--- config.mk ---
export PLATFORM = sky130hd
export DESIGN_NAME = muldiv_ctrl
export DESIGN_NICKNAME = d
export VERILOG_FILES = /design/src/rtl/muldiv_pkg.sv /design/src/rtl/muldiv_ctrl_hilo_regs.sv /design/src/rtl/muldiv_ctrl.sv
export SDC_FILE = /design/constraint.sdc
export NUM_CORES = 1
export LEC_CHECK = 0
export CAP_MARGIN = 20
export CORE_MARGIN = 4
export CORE_UTILIZATION = 39
export CTS_BUF_LIST = sky130_fd_sc_hd__clkbuf_4 sky130_fd_sc_hd__clkbuf_8
export CTS_CLUSTER_DIAMETER = 30
export DETAILED_ROUTE_END_ITERATION = 6
export MAX_ROUTING_LAYER = met4
export PLACE_DENSITY = 0.81
export SYNTH_ARGS = -nofsm -noshare
export SYNTH_HDL_FRONTEND = slang
export SYNTH_SLANG_ARGS = --single-unit
--- constraint.sdc ---
create_clock -name clk -period 2.52 [get_ports clk]
set_clock_uncertainty 0.15 [all_clocks]
set_input_delay 0.378 -clock clk [delete_from_list [all_inputs] [get_ports clk]]
set_output_delay 0.378 -clock clk [all_outputs]
set_load 0.005 [all_outputs]
--- src/rtl/muldiv_pkg.sv ---
// rtl/muldiv_pkg.sv - shared state encoding, op encodings and default cycle counts for muldiv_ctrl
package muldiv_pkg;

    typedef enum logic [1:0] {
        IDLE    = 2'd0,
        RUN     = 2'd1,
        CAPTURE = 2'd2,
        DONE    = 2'd3
    } state_t;

    localparam logic OP_MULT = 1'b0;
    localparam logic OP_DIV  = 1'b1;

    localparam int DEF_WIDTH       = 32;
    localparam int DEF_DIV_CYCLES  = 32;
    localparam int DEF_MULT_CYCLES = 32;
    localparam int DEF_CNT_W       = 6;

endpackage

--- src/rtl/muldiv_ctrl_hilo_regs.sv ---
// rtl/muldiv_ctrl_hilo_regs.sv - architectural HI/LO storage; operation result wins over MTHI/MTLO
module hilo_regs
    import muldiv_pkg::*;
#(
    parameter int WIDTH = DEF_WIDTH
) (
    input  logic             clk,
    input  logic             reset_n,
    input  logic             res_we,
    input  logic [WIDTH-1:0] res_hi,
    input  logic [WIDTH-1:0] res_lo,
    input  logic             mt_hi_we,
    input  logic             mt_lo_we,
    input  logic [WIDTH-1:0] mt_wdata,
    output logic [WIDTH-1:0] hi,
    output logic [WIDTH-1:0] lo
);

    always_ff @(posedge clk) begin
        if (!reset_n) begin
            hi <= '0;
            lo <= '0;
        end else if (res_we) begin
            hi <= res_hi;
            lo <= res_lo;
        end else begin
            if (mt_hi_we) hi <= mt_wdata;
            if (mt_lo_we) lo <= mt_wdata;
        end
    end

endmodule

--- src/rtl/muldiv_ctrl.sv ---
// rtl/muldiv_ctrl.sv - MULT/DIV sequencer owning HI/LO; MULDIV_PERF_CNT_EN adds busy-cycle and op counters
module muldiv_ctrl
    import muldiv_pkg::*;
#(
    parameter int WIDTH       = DEF_WIDTH,
    parameter int DIV_CYCLES  = DEF_DIV_CYCLES,
    parameter int MULT_CYCLES = DEF_MULT_CYCLES,
    parameter int CNT_W       = DEF_CNT_W
) (
    input  logic             clk,
    input  logic             reset_n,
    input  logic             start,
    input  logic             op_sel,
    input  logic             cancel,
    input  logic             mt_hi_we,
    input  logic             mt_lo_we,
    input  logic [WIDTH-1:0] mt_wdata,
    output logic             div_op,
    input  logic [WIDTH-1:0] div_hi_in,
    input  logic [WIDTH-1:0] div_lo_in,
    input  logic             divby0_in,
    output logic             mult_op,
    input  logic [WIDTH-1:0] mult_hi_in,
    input  logic [WIDTH-1:0] mult_lo_in,
    output logic             busy,
    output logic             done,
    output logic             div_by_zero,
`ifdef MULDIV_PERF_CNT_EN
    output logic [31:0]      perf_busy_cycles,
    output logic [15:0]      perf_ops,
`endif
    output logic [WIDTH-1:0] hi,
    output logic [WIDTH-1:0] lo
);

    localparam logic [CNT_W-1:0] DIV_LOAD  = CNT_W'(DIV_CYCLES - 1);
    localparam logic [CNT_W-1:0] MULT_LOAD = CNT_W'(MULT_CYCLES - 1);

    state_t           state;
    logic [CNT_W-1:0] cnt;
    logic             op_q;
    logic             dz_q;
    logic             active;
    logic             res_we;
    logic [WIDTH-1:0] res_hi;
    logic [WIDTH-1:0] res_lo;

    always_ff @(posedge clk) begin
        if (!reset_n) begin
            state <= IDLE;
            cnt   <= '0;
            op_q  <= OP_MULT;
            dz_q  <= 1'b0;
        end else begin
            dz_q <= 1'b0;
            case (state)
                IDLE: begin
                    if (start) begin
                        op_q  <= op_sel;
                        cnt   <= (op_sel == OP_DIV) ? DIV_LOAD : MULT_LOAD;
                        state <= RUN;
                    end
                end
                RUN: begin
                    // The counter still holds its load value only during the first RUN cycle.
                    if (cancel) begin
                        state <= IDLE;
                    end else if (op_q == OP_DIV && cnt == DIV_LOAD && divby0_in) begin
                        state <= IDLE;
                        dz_q  <= 1'b1;
                    end else if (cnt == '0) begin
                        state <= CAPTURE;
                    end else begin
                        cnt <= cnt - 1'b1;
                    end
                end
                CAPTURE: state <= cancel ? IDLE : DONE;
                DONE:    state <= IDLE;
                default: state <= IDLE;
            endcase
        end
    end

    assign active      = (state == RUN) || (state == CAPTURE);
    assign div_op      = active && (op_q == OP_DIV);
    assign mult_op     = active && (op_q == OP_MULT);
    assign busy        = active;
    assign done        = (state == DONE);
    assign div_by_zero = dz_q;

    // Divider reports quotient on its hi bus; MIPS puts quotient in LO and remainder in HI.
    assign res_we = (state == CAPTURE) && !cancel;
    assign res_hi = (op_q == OP_DIV) ? div_lo_in : mult_hi_in;
    assign res_lo = (op_q == OP_DIV) ? div_hi_in : mult_lo_in;

    hilo_regs #(.WIDTH(WIDTH)) u_hilo (
        .clk      (clk),
        .reset_n  (reset_n),
        .res_we   (res_we),
        .res_hi   (res_hi),
        .res_lo   (res_lo),
        .mt_hi_we (mt_hi_we && (state == IDLE)),
        .mt_lo_we (mt_lo_we && (state == IDLE)),
        .mt_wdata (mt_wdata),
        .hi       (hi),
        .lo       (lo)
    );

`ifdef MULDIV_PERF_CNT_EN
    always_ff @(posedge clk) begin
        if (!reset_n) begin
            perf_busy_cycles <= '0;
            perf_ops         <= '0;
        end else begin
            if (busy && perf_busy_cycles != 32'hFFFF_FFFF)
                perf_busy_cycles <= perf_busy_cycles + 32'd1;
            if (done)
                perf_ops <= perf_ops + 16'd1;
        end
    end
`endif

endmodule

==> qor.yml <==
run_status: "finished clean"
post-cts-setup-buffer-count: 0
cts_sinks: 74
rows: 37
cp-start-kind: "flip-flop"
totalWireLength_microns: 14400
dieHeight_microns: 110
synth-simple-area-share_pct: 16.7
io_pins: 237
synth_flop_cell: "dfxtp_1"
fmax_mhz: 429
dp_slack_ns: 0.213
yosys-mux-area-fraction_pct: 16.2
syn_area_sq_um: 4090
clock_path_buffers: 2
total_power_mw: 4.18
p_leak_nw: 2.32
path_clk_slew_ns: 0.08
place_inst: 854
p_per_area_nw_per_um2: 605
grt_setup_unrepaired: "false"
cts_buffers: 9
synth_top_family_by_area: "compound AO/OA/AOI/OAI gates"
synth_fa_ha_area_share_pct: 2.45
register_area_sq_um: 1490
cts_tree: "built"
multi_input_area_sq_um: 2440
synth_compound_area_share_pct: 23.6
grt_pass1_wl_microns: 21100
worstPathBufferInverterCount: 2
critPathTopFamily: "buffers and inverters"
nNetsFinal: 905
fillCellCount: 896
cts_resized: 0
timing.final.ws_setup_ns: 0.188
maxSlewViolCount: 0
async_flop_share_pct: 0
grt_pass1_vias: 4458
synth_cells: 511
path_depth: 4
avgSynthCellArea_sq_um: 8.00
worst_pin_slew_ns: 0.482
synth_common_cells: "nand2_1 (138), dfxtp_1 (74), a21oi_1 (67)"
synth_edf_count: 0
cp-end-kind: "primary output"
worstSetupPathType: "flip-flop to primary output"
p_int_mw: 2.95
synthTopCellsByArea: "dfxtp_1 (36%), mux2i_1 (16%), nand2_1 (13%)"
drt_first_pass_iters: 4
die_w_microns: 110
crit_slowest_cell: "clkdlybuf4s50_1"
dp_hpwl_microns: 11000
antenna_left: 0
holdPathStages: 2
grt-ovfl-total: 0
grt_antenna_before_repair: 0
cap_violations: 0
synth_nets: 687
p_comb_share_pct: 36.0
route.detailed.drc: 0
ctsHoldBuffers: 0
synthXorXnorAreaFrac_pct: 0
finalCoreUtilization_pct: 67.2
yosysMostFrequentCell: "nand2_1"
vias: 4615
grt_max_degree: 66
drive_gt1_share_pct: 5.18
cp.required_ns: 1.99
path_cells: "inv_1, ha_1, nor2b_1, clkdlybuf4s50_1"
finalSetupTns_ns: 0
maxSlewHeadroom_pct: 67.8
swShare_pct: 29.4
hp-class: "flip-flop to flip-flop"
via_per_inst: 5.30
synth-seq-cells: 74
period_needed_ns: 2.33
ys_seq_area_share_pct: 36.2
final_hold_viol_count: 0
stdcell_count: 870
p_sw_mw: 1.23
seqPwrFrac_pct: 34.4
num_antenna_cells: 0
synth_top_area_share_pct: 36.2
drt_iter0_drc: 185
portBuffers: 236
dieArea_sq_um: 12200
routabilityCongestion: 0.859
r2r_cells: 6
critical-path-max-stage-delay_ns: 0.51
start_util_pct: 39.8
wl_per_cell_microns: 16.5
setup_viol: 0
synthDominantAreaCellType: "dfxtp_1"
vdd_drop_max_mv: 0.302
area_growth_pct: 69.0
grtUsageTotal_pct: 22.7
yosysWarnings: 0
core_area_sq_um: 10300
htreeDepth: 3
cts-root-buf: "clkbuf_8"
p_clk_share_pct: 29.6
cp_max_fo: 4
fin_crit_sh_pct: 92.5
clkLatencyLatePin_ns: 0.33
crit_arrival_ns: 1.80
yosys.cell_types.count: 33
==> metal layers <==
layer	up-vias	track usage [%]	share of wire, %
met5	-	-	0
met4	0	7.65	1.2
met3	14	4.95	8.9
met2	200	40.6	53
met1	2137	24.9	37
li1	2264	-	-
==> worst paths after layout <==
kind	from	end	slack, ns
setup reg to reg	state[1]$_SDFFE_PN0P_	cnt[3]$_SDFFE_PN0P_	0.31
hold reg to reg	u_hilo.lo[21]$_SDFFE_PN0P_	u_hilo.lo[21]$_SDFFE_PN0P_	0.30
setup / recovery	state[0]$_SDFFE_PN0P_	mult_op	0.19
hold / removal	u_hilo.lo[21]$_SDFFE_PN0P_	u_hilo.lo[21]$_SDFFE_PN0P_	0.30
==> placed cells by master (no fill, tap or decap), types with 4 or more instances in the layout <==
cell type / instances
a21oi_1: 65
inv_1: 7
ha_1: 8
clkbuf_8: 10
buf_12: 4
bufinv_16: 4
o21ai_0: 4
nand2_1: 138
buf_4: 10
clkdlybuf4s50_1: 236
dfxtp_1: 73
mux2i_1: 66
o211ai_1: 65
==> cells by family (layout without fill, tap and decap cells) <==
group	Yosys count	after routing
adders and majority gates	8	8
buffers and inverters	51	274
DFF	74	74
AOI/OAI and AO/OA	149	149
and+or+nand+nor	163	163
muxes	66	66
==> sequential cells by signal, indices dropped and copies added (netlist names) <==
register     flops
state            2
u_hilo.lo       32
u_hilo.hi       32
op_q             1
cnt              6
div_by_zero      1
==> tightest hold or removal path, cell delays in order, from the launching register on <==
cell	delay [ns]
dfxtp_1	0.32
nand2_1	0.05
a21oi_1	0.05
==> per-stage QoR <==
step | hold slack [ns] | area [sq um]
floorplan | 0.298 | 4090
global placement | 0.288 | 6640
detailed placement | 0.294 | 6640
CTS | 0.304 | 6910
global route | 0.322 | 6910
finish | 0.303 | 6910
==> power groups by stage <==
stage / Clock, mW / Combinational [mW] / Sequential, mW
after floorplan: 0 / 0.703 / 1.45
after global placement: 0 / 1.47 / 1.46
after detailed placement: 0 / 1.51 / 1.46
after CTS: 1.26 / 1.52 / 1.44
after global routing: 1.31 / 1.63 / 1.46
final: 1.24 / 1.51 / 1.44
==> area by class of cell <==
class	count	area share, %
Clock buffer	11	2.10
Clock inverter	5	1.81
Inverter	8	0.435
Multi-Input combinational cell	386	35.3
Sequential cell	74	21.5
Tap cell	136	2.46
Timing Repair Buffer	250	36.4
(Power assumes the default switching activity.)
